## src/rtl/uart_pkg.sv

```systemverilog
// uart_pkg: shared types and constants for the UART blocks.
//   uart_tx_state_t : transmitter FSM states
//   PAR_*           : parity selection constants
//   frame_cycles()  : clock cycles in one complete frame for a given configuration
package uart_pkg;

  typedef enum logic [2:0] {
    S_IDLE,
    S_START,
    S_DATA,
    S_PARITY,
    S_STOP
  } uart_tx_state_t;

  localparam int PAR_NONE = 0;
  localparam int PAR_EVEN = 1;
  localparam int PAR_ODD  = 2;

  function automatic int frame_cycles(input int div, input int bits, input int par, input int stop);
    return (1 + bits + ((par != PAR_NONE) ? 1 : 0) + stop) * div;
  endfunction

endpackage

```

## src/rtl/uart_baud_gen.sv

```systemverilog
// uart_baud_gen: bit-period divider.
// The counter runs 0..CLK_DIV-1 and flags bit_end on the last count. It then
// wraps to zero, so consecutive bit periods follow on without a gap.
//   clk     in  system clock
//   rst     in  synchronous active-high reset
//   clr     in  hold the counter at zero
//   bit_end out high on the final cycle of each bit period
module uart_baud_gen #(
  parameter int CLK_DIV = 16
) (
  input  logic clk,
  input  logic rst,
  input  logic clr,
  output logic bit_end
);

  localparam int              CW   = (CLK_DIV > 1) ? $clog2(CLK_DIV) : 1;
  localparam logic [CW-1:0]   LAST = CW'(CLK_DIV - 1);

  logic [CW-1:0] cnt_q, cnt_d;

  assign bit_end = (cnt_q == LAST);

  always_comb begin
    // NOTE: give every always_comb output a default first so that no path leaves it unassigned, which would infer a latch.
    cnt_d = cnt_q + CW'(1);
    if (clr || bit_end) cnt_d = '0;
  end

  always_ff @(posedge clk) begin
    // NOTE: sequential state uses non-blocking assignments so every flop samples the pre-edge values.
    if (rst) cnt_q <= '0;
    else     cnt_q <= cnt_d;
  end

endmodule

```

## src/rtl/uart_tx.sv

```systemverilog
// uart_tx: UART serial transmitter.
// Accepts one byte per valid/ready handshake. Sends a start bit, then the
// data bits LSB first, then optional parity, then the stop bit(s). The idle
// level of the line is high.
//   clk       in   system clock
//   rst       in   synchronous active-high reset (aborts any frame)
//   tx_data   in   byte to send; bits [DATA_BITS-1:0] are used
//   tx_valid  in   tx_data is valid
//   tx_ready  out  byte can be accepted this cycle
//   tx        out  serial line, driven straight from a flop
//   tx_idle   out  no frame in progress (same as tx_ready)
//   tx_done   out  high on the final cycle of the last stop bit
module uart_tx
  import uart_pkg::*;
#(
  parameter int CLK_DIV   = 16,
  parameter int DATA_BITS = 8,
  parameter int PARITY    = PAR_NONE,
  parameter int STOP_BITS = 1
) (
  input  logic       clk,
  input  logic       rst,
  input  logic [7:0] tx_data,
  input  logic       tx_valid,
  output logic       tx_ready,
  output logic       tx,
  output logic       tx_idle,
  output logic       tx_done
);

  localparam logic [7:0] DATA_MASK  = 8'((16'd1 << DATA_BITS) - 16'd1);
  localparam logic [2:0] LAST_BIT   = 3'(DATA_BITS - 1);
  localparam logic       LAST_STOP  = 1'(STOP_BITS - 1);
  localparam bit         HAS_PARITY = (PARITY != PAR_NONE);

  uart_tx_state_t state_q;
  logic [7:0]     shift_q;
  logic [2:0]     bit_idx_q;
  logic           stop_idx_q;
  logic           par_q;
  logic           tx_q;
  logic           bit_end;
  logic           par_bit;

  // Every state change other than leaving IDLE happens on bit_end, where the
  // divider wraps by itself. Holding it clear in IDLE is therefore enough to
  // start each frame on a fresh bit period.
  uart_baud_gen #(.CLK_DIV(CLK_DIV)) u_baud (
    .clk    (clk),
    .rst    (rst),
    .clr    (state_q == S_IDLE),
    .bit_end(bit_end)
  );

  assign par_bit  = (^(tx_data & DATA_MASK)) ^ (PARITY == PAR_ODD);

  assign tx       = tx_q;
  assign tx_ready = (state_q == S_IDLE);
  assign tx_idle  = tx_ready;
  assign tx_done  = (state_q == S_STOP) && bit_end && (stop_idx_q == LAST_STOP);

  // tx_q always holds the level of the bit currently on the line. Each
  // transition loads the level of the bit that follows.
  always_ff @(posedge clk) begin
    if (rst) begin
      state_q    <= S_IDLE;
      tx_q       <= 1'b1;
      shift_q    <= '0;
      bit_idx_q  <= '0;
      stop_idx_q <= 1'b0;
      par_q      <= 1'b0;
    end else begin
      unique case (state_q)
        S_IDLE: begin
          tx_q <= 1'b1;
          if (tx_valid) begin
            shift_q    <= tx_data & DATA_MASK;
            par_q      <= par_bit;
            bit_idx_q  <= '0;
            stop_idx_q <= 1'b0;
            tx_q       <= 1'b0;
            state_q    <= S_START;
          end
        end
        S_START: begin
          if (bit_end) begin
            tx_q    <= shift_q[0];
            state_q <= S_DATA;
          end
        end
        S_DATA: begin
          if (bit_end) begin
            shift_q   <= {1'b0, shift_q[7:1]};
            bit_idx_q <= bit_idx_q + 3'd1;
            if (bit_idx_q != LAST_BIT) begin
              tx_q <= shift_q[1];
            end else if (HAS_PARITY) begin
              tx_q    <= par_q;
              state_q <= S_PARITY;
            end else begin
              tx_q    <= 1'b1;
              state_q <= S_STOP;
            end
          end
        end
        S_PARITY: begin
          if (bit_end) begin
            tx_q    <= 1'b1;
            state_q <= S_STOP;
          end
        end
        S_STOP: begin
          tx_q <= 1'b1;
          if (bit_end) begin
            if (stop_idx_q == LAST_STOP) state_q <= S_IDLE;
            else                         stop_idx_q <= 1'b1;
          end
        end
        default: begin
          tx_q    <= 1'b1;
          state_q <= S_IDLE;
        end
      endcase
    end
  end

endmodule

```

## config.mk

```make
export PLATFORM = sky130hd
export DESIGN_NAME = uart_tx
export DESIGN_NICKNAME = d
export VERILOG_FILES = /design/src/rtl/uart_pkg.sv /design/src/rtl/uart_baud_gen.sv /design/src/rtl/uart_tx.sv
export SDC_FILE = /design/constraint.sdc
export NUM_CORES = 1
export LEC_CHECK = 0
export ABC_AREA = 1
export BUFFER_PORTS_ARGS = -buffer_cell sky130_fd_sc_hd__buf_2
export CAP_MARGIN = 15
export CORE_MARGIN = 5
export CORE_UTILIZATION = 40
export DETAILED_ROUTE_END_ITERATION = 7
export PLACE_DENSITY = 0.69
export SYNTH_ARGS = -nofsm -noshare
export SYNTH_HDL_FRONTEND = slang
export SYNTH_HIERARCHICAL = 1
export SYNTH_SLANG_ARGS = --single-unit
```

## constraint.sdc

```tcl
create_clock -name clk -period 1.7 [get_ports clk]
set_clock_uncertainty 0.1 [all_clocks]
set_input_delay 0.255 -clock clk [delete_from_list [all_inputs] [get_ports clk]]
set_output_delay 0.255 -clock clk [all_outputs]
set_load 0.01 [all_outputs]
```

After elaboration in Yosys (flattened, before gate mapping)
Index checks and enable logic that the tools add are counted.
{ "op_classes": {"add_sub_neg": 2, "eq_ne": 13, "mux": 24, "bitwise": 1, "n_reduce_logical": 11} }
{ "op_table": {"columns": ["cell", "count"], "rows": [
  ["3-bit 2-to-1 mux", 9],
  ["8-bit 2-to-1 mux", 2],
  ["8-bit one-hot mux with 2 select lines", 1],
  ["3-bit one-hot mux with 5 select lines", 1],
  ["2-bit inequality test (second input constant)", 7],
  ["3-bit AND reduction", 3],
  ["1-bit 2-to-1 mux", 8],
  ["7-bit AND reduction", 1],
  ["3-bit by 2-bit == test with 1-bit output (second input constant)", 2],
  ["3-bit one-hot mux with 2 select lines", 1],
  ["4-bit by 1-bit adder with 4-bit output (second input constant)", 1],
  ["4-bit == test (second input constant)", 1],
  ["1-bit one-hot mux with 4 select lines", 1],
  ["2-bit nonzero test", 2],
  ["3-bit by 1-bit adder with 3-bit output (second input constant)", 1],
  ["3-bit by 1-bit == test with 1-bit output (second input constant)", 1],
  ["3-bit == test (second input constant)", 1],
  ["3-bit zero test", 1],
  ["3-bit inequality test (second input constant)", 1],
  ["1-bit logical AND", 2],
  ["1-bit one-hot mux with 2 select lines", 1],
  ["2-bit OR reduction", 1],
  ["1-bit logical OR", 1],
  ["1-bit inverter", 1]
]} }
{ "totals": {"register_bits": 20, "inputBits": 11, "output_inout_bits": 4, "wordCells": 57} }

Logic depth before layout (Yosys ltp)
Gate-level depths: netlist of the first run.
{ "depth": {"depth_word": 4, "mapped_depth": 11, "mapped_depth_nobuf": 11} }

By module
The synthesis of the first run kept the hierarchy.
{ "by_module_without_submodules": {"columns": ["module", "instances", "cells_per_inst", "area_each_um2", "seq_area_each_um2"], "rows": [
  ["uart_tx", 1, 139, 914.6, 300.3],
  ["uart_baud_gen", 1, 19, 166.4, 80.1]
]} }

Least setup slack after synthesis of the first run
Ideal clock, no wire load.
{ "synth_path": {"kind": "reg-to-reg", "start": "register u_baud.cnt_q[0]", "end": "register shift_q[1]", "setup_ps": 113, "t_arrival_ps": 1308, "required_time_ps": 1487, "slack_ps": 179, "stages_incl_launch_ff": 11, "n_path_buf": 0, "synth_period_minus_slack_ps": 1521, "cell_sequence": "dfxtp_1 > ha_1 > nand3_2 > inv_1 > inv_1 > nand3_1 > nand2_4 > inv_4 > nand2_8 > nor2_1 > nor2_1"} }
{ "synth_via": {"elab_chain_cells": 3} }
{ "synth_rtl": {"columns": ["item", "line_no", "source"], "rows": [
  ["start, declared", "uart_baud_gen.sv:20", "logic [CW-1:0] cnt_q, cnt_d;"],
  ["start signal, assigned", "uart_baud_gen.sv:33", "else cnt_q <= cnt_d;"],
  ["4-bit == test", "uart_baud_gen.sv:22", "assign bit_end = (cnt_q == LAST);"],
  ["named net bit_end", "uart_tx.sv:42", "logic bit_end;"],
  ["2-bit inequality test (no source line)", null, null],
  ["3-bit AND reduction (no source line)", null, null],
  ["end signal, assigned", "uart_tx.sv:77", "shift_q <= tx_data & DATA_MASK;"],
  ["end signal, assigned", "uart_tx.sv:93", "shift_q <= {1'b0, shift_q[7:1]};"],
  ["end, declared", "uart_tx.sv:37", "logic [7:0] shift_q;"]
]} }
The timed path passes the listed nets, and every way through them passes these cells.
A chain may end at the register's enable or synchronous reset.

Final worst setup path of the first run
{ "layout_path": {"start": "register u_baud.cnt_q[1]", "end": "output port tx_done"} }
{ "layout_via": {"elab_chain_cells": 3} }
{ "layout_rtl": {"columns": ["item", "line_no", "source"], "rows": [
  ["4-bit == test", "uart_baud_gen.sv:22", null],
  ["named net bit_end", "uart_tx.sv:42", null],
  ["1-bit logical AND (2 in a row)", "uart_tx.sv:60", "assign tx_done = (state_q == S_STOP) && bit_end && (stop_idx_q == LAST_STOP);"],
  ["end, declared", "uart_tx.sv:28", "output logic tx_done"]
]} }
The timed path passes the listed nets, and every way through them passes these cells.

==> results.sh, run 1 <==
export IMPL_clockPowerShare_pct=11.4
export IMPL_vias=985
export IMPL_endpoint="tx_done"
export IMPL_final_max_slew_viol_count=0
export IMPL_final_setup_tns_ns=0
export IMPL_path_class="reg2out"
export IMPL_pin_count=15
export IMPL_syn2layout_area_growth_pct=15.7
export IMPL_dp_hpwl_um=1570
export IMPL_vdd_drop_max_uv=868
export IMPL_hold_viol_final=0
export IMPL_tightest_slew_ns=0.325
export IMPL_worstRegToRegCells=10
export IMPL_rsz0062_at_grt="yes"
export IMPL_slowest_stage="dfxtp_2"
export IMPL_cts_buffers=3
export IMPL_worstSetupStartpoint="u_baud/cnt_q[1]"
export IMPL_min_period_ns=1.63
export IMPL_syn_area_mm2=0.00108
export IMPL_final_common_cell="nand2_1"
export IMPL_multi_input_area_um2=619
export IMPL_grt_pass1_wl_um=3800
export IMPL_place_congestion=0.890
export IMPL_regToRegEndpoint="shift_q[7]"
export IMPL_intPower_w=0.00112
export IMPL_min_period_over_period_pct=96.0
export IMPL_hold_buffers=0
export IMPL_yosysUniqueCellTypes=23
export IMPL_wirelength_um=2150
export IMPL_yosysSeqAreaShare_pct=35.2
export IMPL_fp_dieH_um=62.0
export IMPL_critPathLaunchType="register"
export IMPL_drt_first_pass_iters=4
export IMPL_cts_tree="done"
export IMPL_hp_class="in2reg"
export IMPL_cpLargestDelayFamily="flip-flops"
export IMPL_antenna_found_initial=0
export IMPL_most_common_layout_cells="nand2_1, nor2_1, dfxtp_1, buf_2, inv_1"
export IMPL_worstSetupEndpointType="output pin"
export IMPL_slowest_delay_ns=0.37
export IMPL_grt_pass1_vias=846
export IMPL_portBuffers=14
export IMPL_powerDensity_mw_per_mm2=1690
export IMPL_seq_area_um2=387
export IMPL_crit_chain="ha_4 > nand3_2 > inv_2 > inv_4 > nor2_1 > buf_2"
export IMPL_nets=192
export IMPL_drive_gt1_share_pct=27.1
export IMPL_cp_required_ns=1.34
export IMPL_r2r_start="u_baud/cnt_q[1]"
export IMPL_core_area_mm2=0.00252
export IMPL_clock_sinks=19
export IMPL_synthesis_instances=158
export IMPL_finalPower_w=0.00212
export IMPL_leakage_nw=0.619
export IMPL_fill_cells=261
export IMPL_postLayoutCoreUtil_pct=49.6
export IMPL_setup_viol=0
export IMPL_initial_core_util_pct=42.9
export IMPL_die_w_um=62.0
export IMPL_p_switching_w=0.00100
export IMPL_max_freq_ghz=0.613
export IMPL_std_cell_rows=18
export IMPL_yosys_warnings=6
export IMPL_cap_violations=0
export IMPL_drt_initial_drc_count=64
export IMPL_h_tree_depth=1
export IMPL_relSlewSlack_pct=78.3
export IMPL_crit_buf_inv=3
export IMPL_worst_path_max_fanout=7
export IMPL_grt_max_degree=12
export IMPL_die_area_mm2=0.00384
export IMPL_clockBufferDepth=2
export IMPL_ys_ff_latch=19
export IMPL_num_antenna_cells=0
export IMPL_cp_arrival_ns=1.28
export IMPL_grt_ovfl_total=0
export IMPL_track_usage_pct=13.3
export IMPL_drcViolationCount=0
export IMPL_status="completed"
export IMPL_routed_via_density=4.76
export IMPL_avgSynthCellArea_um2=6.84
export IMPL_fin_ws_ns=0.0682
export IMPL_synth_nets=172
export IMPL_ant_nets=0
export IMPL_swShare_pct=47.2
export IMPL_regToRegSetupSlack_ns=0.17
export IMPL_pre_cts_ws_ns=0.0284
export IMPL_clkTransAtPathRegs_ns=0.11
export IMPL_insertion_delay_ns=0.31
export IMPL_combPwrFrac_pct=53.0
export IMPL_clockRootBuffer="clkbuf_4"
export IMPL_drt_wirelength_per_cell_um=10.4
export IMPL_pwr_share_seq_pct=35.6
export IMPL_cp_depth=6
what timing repair did:
action | in CTS | in global routing
setup endpoints to repair | 3 | 10
setup buffers | 0 | 2
gates cloned | 0 | 0
resized for setup | 5 | 6
synth_stat cells:
| master | number | share of area (%) |
|---|---|---|
| buf_2 | 2 | 0.93 |
| nor2_1 | 25 | 8.7 |
| buf_6 | 1 | 1.0 |
| buf_4 | 1 | 0.69 |
| inv_2 | 3 | 1.0 |
| nand2_4 | 3 | 3.1 |
| nand2_2 | 2 | 1.2 |
| nand2_1 | 43 | 15 |
| o21ai_0 | 2 | 0.93 |
| dfxtp_1 | 19 | 35 |
| nor3_1 | 1 | 0.46 |
| nor2_8 | 1 | 1.9 |
| o21ai_1 | 8 | 3.7 |
| nand2_8 | 1 | 1.9 |
| ha_1 | 3 | 3.5 |
| inv_1 | 14 | 4.9 |
| nand3_1 | 9 | 4.2 |
| nand3_2 | 2 | 1.9 |
| nand4_1 | 7 | 4.1 |
| inv_4 | 1 | 0.58 |
| nor2_2 | 4 | 2.3 |
| a21oi_1 | 5 | 2.3 |
| xnor2_1 | 1 | 0.81 |
kinds of logic after synthesis:
logic type	after synthesis	synth area share (%)
xor+xnor	1	0.810
simple gates	98	44.4
flops	19	35.2
compound gates	15	6.94
fa+ha+maj	3	3.47
buf+inv	22	9.14
worst min-delay path by stage:
stage | from | endpoint | slack, ns | cells past startpoint
final | rst | bit_idx_q[0] | 0.08 | 2
after global routing | rst | bit_idx_q[0] | 0.07 | 2
after CTS | rst | bit_idx_q[0] | 0.06 | 2
after detailed placement | bit_idx_q[1] | bit_idx_q[1] | 0.36 | 2
after global placement | bit_idx_q[2] | bit_idx_q[2] | 0.36 | 2
after floorplan | rst | bit_idx_q[0] | 0.22 | 1
per-layer routing:
metal / GRT usage [%] / vias up / part of all wire, %
li1: - / 539 / -
met1: 18.2 / 421 / 47
met2: 19.2 / 21 / 46
met3: 4.55 / 4 / 5.8
met4: 4.85 / 0 / 1.1
met5: 0 / - / 0
flip-flops by register name, indices dropped and copies added (netlist names):
signal,cells
bit_idx_q,3
shift_q,8
state_q,3
tx,1
u_baud/cnt_q,4
area by class of cell:
cell class | instances | share of cell area (%)
clock buffer | 3 | 1.80
clock inverter | 1 | 0.400
inverter | 18 | 5.80
sequential | 19 | 30.9
multi-input combinational | 117 | 49.5
tap | 30 | 3.00
timing repair buffer | 19 | 8.60
power groups by stage:
stage / clock network (W) / registers (W) / logic (W)
2_1_floorplan: 0 / 0.000706 / 0.000932
3_3_place_gp: 0 / 0.000738 / 0.00110
3_5_place_dp: 0 / 0.000739 / 0.00111
4_1_cts: 0.000254 / 0.000738 / 0.00113
5_1_grt: 0.000272 / 0.000779 / 0.00130
6_report: 0.000241 / 0.000754 / 0.00112
stage by stage:
stage	instance area (um2)	instances	hold WS, ns
6_report	1250	207	0.0780
5_1_grt	1250	207	0.0727
4_1_cts	1220	205	0.0604
3_5_place_dp	1180	201	0.365
3_3_place_gp	1180	201	0.359
2_1_floorplan	1080	158	0.224
(Power assumes the default switching activity.)
==> run 2: changes to the inputs <==
Settings changed: BUFFER_PORTS_ARGS -buffer_cell sky130_fd_sc_hd__buf_2 to -buffer_cell sky130_fd_sc_hd__buf_4, SLEW_MARGIN set to 20.
==> run 2 against run 1 <==
Against the previous run: die area is the same; largest cell class unchanged; via count grew 1.9%; global-route usage grew 0.20 points; critical path depth is the same; worst hold slack lost 0.029 ns; final area grew 1.8%; setup slack gained 0.0094 ns; combinational power grew 4%; count of clock-buffer cells in the layout is the same; total power grew 1.5%; routed wire length grew 0.79%.
==> results.sh, run 2 (same netlist as run 1, synthesis figures left out) <==
export IMPL_cap_violations=0
export IMPL_clockRootBuffer="clkbuf_4"
export IMPL_path_class="reg2out"
export IMPL_grt_pass1_wl_um=3910
export IMPL_std_cell_rows=18
export IMPL_min_period_over_period_pct=95.4
export IMPL_crit_buf_inv=3
export IMPL_num_antenna_cells=0
export IMPL_initial_core_util_pct=42.9
export IMPL_track_usage_pct=13.5
export IMPL_drcViolationCount=0
export IMPL_min_period_ns=1.62
export IMPL_grt_max_degree=12
export IMPL_drt_first_pass_iters=4
export IMPL_worstSetupEndpointType="output pin"
export IMPL_reg_top3="shift_q x8, u_baud/cnt_q x4"
export IMPL_slowest_delay_ns=0.37
export IMPL_leakage_nw=0.620
export IMPL_critPathLaunchType="register"
export IMPL_max_freq_ghz=0.616
export IMPL_ant_nets=0
export IMPL_place_congestion=0.912
export IMPL_relSlewSlack_pct=77.3
export IMPL_insertion_delay_ns=0.30
export IMPL_fp_dieH_um=62.0
export IMPL_dp_hpwl_um=1680
export IMPL_final_common_cell="nand2_1"
export IMPL_status="completed"
export IMPL_nets=190
export IMPL_clock_sinks=19
export IMPL_die_w_um=62.0
export IMPL_portBuffers=14
export IMPL_largest_register="shift_q"
export IMPL_rsz0062_at_grt="yes"
export IMPL_drt_initial_drc_count=34
export IMPL_drt_wirelength_per_cell_um=10.6
export IMPL_wirelength_um=2170
export IMPL_clockBufferDepth=2
export IMPL_final_setup_tns_ns=0
export IMPL_die_area_mm2=0.00384
export IMPL_most_common_layout_cells="nand2_1, nor2_1, buf_4, dfxtp_1, inv_1"
export IMPL_fill_cells=259
export IMPL_place_area_mm2=0.00122
export IMPL_grt_pass1_vias=955
export IMPL_core_area_mm2=0.00252
export IMPL_slowest_stage="dfxtp_2"
export IMPL_drive_gt1_share_pct=26.9
export IMPL_powerDensity_mw_per_mm2=1690
export IMPL_pin_count=15
export IMPL_grt_ovfl_total=0
export IMPL_syn2layout_area_growth_pct=17.8
export IMPL_largest_register_ffs=8
export IMPL_vdd_drop_max_uv=742
export IMPL_tightest_slew_ns=0.340
export IMPL_cpLargestDelayFamily="flip-flops"
export IMPL_cts_tree="done"
export IMPL_antenna_found_initial=0
export IMPL_worst_path_max_fanout=7
export IMPL_vias=1004
export IMPL_cts_setup_buffers=0
export IMPL_design_area_mm2=0.00127
export IMPL_routed_via_density=4.90
export IMPL_h_tree_depth=1
export IMPL_clkTransAtPathRegs_ns=0.11
export IMPL_crit_chain="ha_4 > nand3_2 > inv_2 > inv_4 > nor2_2 > buf_4"
export IMPL_cp_arrival_ns=1.27
export IMPL_cp_required_ns=1.34
export IMPL_regToRegSetupSlack_ns=0.17
export IMPL_setup_viol=0
export IMPL_final_max_slew_viol_count=0
export IMPL_hold_buffers=0
export IMPL_cts_buffers=3
export IMPL_finalPower_w=0.00215
export IMPL_fin_hold_ws_ns=0.0494
export IMPL_hp_class="in2reg"
export IMPL_hold_viol_final=0
run 2: cell count changes in the layout (fill, tap and decap cells not counted):
cell / delta
nor2_1: -1
buf_2: -14
buf_4: +12
nor2_2: +1
run 2: cell type report:
cell class	instances	area [um2]	area share, %
Inverter	18	72.6	5.70
Clock buffer	3	22.5	1.77
Sequential cell	19	387	30.4
Timing Repair Buffer	17	128	10.0
Tap cell	30	37.5	2.95
Multi-Input combinational cell	117	622	48.8
Clock inverter	1	5.00	0.393
run 2: path summary, 6_finish.rpt:
kind                   start           end  depth (start not counted)
max          u_baud/cnt_q[0]       tx_done                          6
min                      rst  bit_idx_q[1]                          2
max reg2reg  u_baud/cnt_q[0]    shift_q[0]                         10
min reg2reg     bit_idx_q[1]  bit_idx_q[1]                          2
run 2: report_power, final:
group	switching, W	internal, W
registers	0.000138	0.000616
clock network	0.000145	0.0000877
logic	0.000720	0.000443
run 2: timing repair:
action	4_1_cts	5_1_grt
cloned	0	0
gates resized for setup	6	6
endpoints found under the setup margin	3	4
run 2: stage by stage:
| step | util (%) | worst slack (ns) | instances |
|---|---|---|---|
| 3_3_place_gp | 48.3 | 0.0884 | 201 |
| 5_1_grt | 50.5 | -0.0110 | 205 |
| 3_5_place_dp | 48.3 | 0.0224 | 201 |
| 4_1_cts | 49.8 | 0.00589 | 205 |
| 2_1_floorplan | - | 0.179 | 158 |
| 6_report | 50.5 | 0.0776 | 205 |
run 2: routing by layer:
layer / up-vias / GRT usage, % / share of wire (%)
met4: 0 / 4.85 / 1.2
met1: 456 / 16.7 / 46
met2: 14 / 22.8 / 49
li1: 530 / - / -
met5: - / 0 / 0
met3: 4 / 3.10 / 3.2
==> run 3: changes to the inputs <==
Settings changed: MAX_ROUTING_LAYER set to met4.
==> run 3 against run 2 <==
Against the previous run: first-iteration DRC count is the same; sequential cell count unchanged; sequential share of layout area did not move; largest cell class unchanged; via count shrank 0.30%; non-clock buffer count is the same.
==> results.sh, run 3 (same netlist as run 1, synthesis figures left out) <==
export IMPL_status="completed"
export IMPL_hold_viol_final=0
export IMPL_std_cell_rows=18
export IMPL_setup_viol=0
export IMPL_fin_ws_ns=0.0792
export IMPL_h_tree_depth=1
export IMPL_drt_first_pass_iters=4
export IMPL_final_setup_tns_ns=0
export IMPL_grt_ovfl_total=0
export IMPL_largest_register="shift_q"
export IMPL_fin_hold_ws_ns=0.0491
export IMPL_layout_cells_non_filler=205
export IMPL_portBuffers=14
export IMPL_drt_initial_drc_count=34
export IMPL_leakage_nw=0.620
export IMPL_vdd_drop_max_uv=736
export IMPL_min_period_over_period_pct=95.3
export IMPL_fp_dieH_um=62.0
export IMPL_grt_max_degree=12
export IMPL_core_area_mm2=0.00252
export IMPL_pre_cts_ws_ns=0.0224
export IMPL_track_usage_pct=13.9
export IMPL_cap_violations=0
export IMPL_cp_arrival_ns=1.27
export IMPL_nets=190
export IMPL_drive_gt1_share_pct=26.9
export IMPL_worst_path_max_fanout=7
export IMPL_routed_via_density=4.88
export IMPL_vias=1001
export IMPL_ant_nets=0
export IMPL_tightest_slew_ns=0.338
export IMPL_hp_class="in2reg"
export IMPL_drt_wirelength_per_cell_um=10.6
export IMPL_relSlewSlack_pct=77.4
export IMPL_largest_register_ffs=8
export IMPL_clockRootBuffer="clkbuf_4"
export IMPL_place_congestion=0.928
export IMPL_place_inst=201
export IMPL_drcViolationCount=0
export IMPL_die_area_mm2=0.00384
export IMPL_max_freq_ghz=0.617
export IMPL_insertion_delay_ns=0.30
export IMPL_clockBufferDepth=2
export IMPL_clock_sinks=19
export IMPL_powerDensity_mw_per_mm2=1690
export IMPL_pin_count=15
export IMPL_clkTransAtPathRegs_ns=0.11
export IMPL_num_antenna_cells=0
export IMPL_syn2layout_area_growth_pct=17.8
export IMPL_critPathLaunchType="register"
export IMPL_die_w_um=62.0
export IMPL_cts_tree="done"
export IMPL_cp_required_ns=1.34
export IMPL_fill_cells=259
export IMPL_initial_core_util_pct=42.9
export IMPL_wirelength_um=2170
export IMPL_reg_top3="shift_q x8, u_baud/cnt_q x4"
export IMPL_min_period_ns=1.62
export IMPL_grt_pass1_vias=955
export IMPL_most_common_layout_cells="nand2_1, nor2_1, buf_4, dfxtp_1, inv_1"
export IMPL_path_class="reg2out"
export IMPL_finalPower_w=0.00215
export IMPL_grt_pass1_wl_um=3910
export IMPL_dp_hpwl_um=1680
export IMPL_final_common_cell="nand2_1"
export IMPL_cts_buffers=3
export IMPL_antenna_found_initial=0
export IMPL_worstSetupEndpointType="output pin"
export IMPL_final_max_slew_viol_count=0
export IMPL_rsz0062_at_grt="yes"
[run 3: area by class of cell]
type,count,area (um2),area share (%)
multi-input cells,117,622,48.8
clock inverters,1,5.00,0.393
flip-flops and latches,19,387,30.4
repair buffers,17,128,10.0
well taps,30,37.5,2.95
inverters,18,72.6,5.70
clock buffers,3,22.5,1.77
[run 3: what timing repair did]
item                                   4_1_cts  5_1_grt
setup endpoints to repair                    3        4
hold buffers                                 0        0
endpoints found under the hold margin        0        0
gates resized for setup                      6        6
pin swaps                                    0        0
buffers inserted                             0        0
[run 3: stage by stage]
| step | util [%] | instance area (um2) |
|---|---|---|
| final | 50.5 | 1270 |
| after global routing | 50.5 | 1270 |
| after CTS | 49.8 | 1250 |
| after detailed placement | 48.3 | 1220 |
| after global placement | 48.3 | 1220 |
| after floorplan | - | 1080 |
[run 3: path summary, 6_finish.rpt]
check,start,end,slack [ns],cells past startpoint
setup / recovery,u_baud/cnt_q[0],tx_done,0.08,6
hold / removal,rst,bit_idx_q[1],0.05,2
setup reg to reg,u_baud/cnt_q[0],shift_q[0],0.17,10
hold reg to reg,bit_idx_q[1],bit_idx_q[1],0.37,2
[run 3: power breakdown]
part | internal (W) | total (W) | leakage (nW) | switching [W]
logic | 0.000443 | 0.00116 | 0.444 | 0.000719
registers | 0.000616 | 0.000755 | 0.158 | 0.000138
clock network | 0.0000877 | 0.000230 | 0.0177 | 0.000143
total | 0.00115 | 0.00215 | 0.620 | 0.00100
[run 3: routing by layer]
metal,share of wire [%],GRT usage [%],vias up
met5,0,-,-
met4,1.1,4.85,0
met3,4.4,3.10,4
met2,49,22.8,18
met1,46,16.7,448
li1,-,-,531
[run 3: worst max-delay path, stage by stage, from the launching register on]
cell and delay (ns):
dfxtp_2 0.37, ha_4 0.14, nand3_2 0.09, inv_2 0.10
inv_4 0.06, nor2_2 0.09, buf_4 0.12
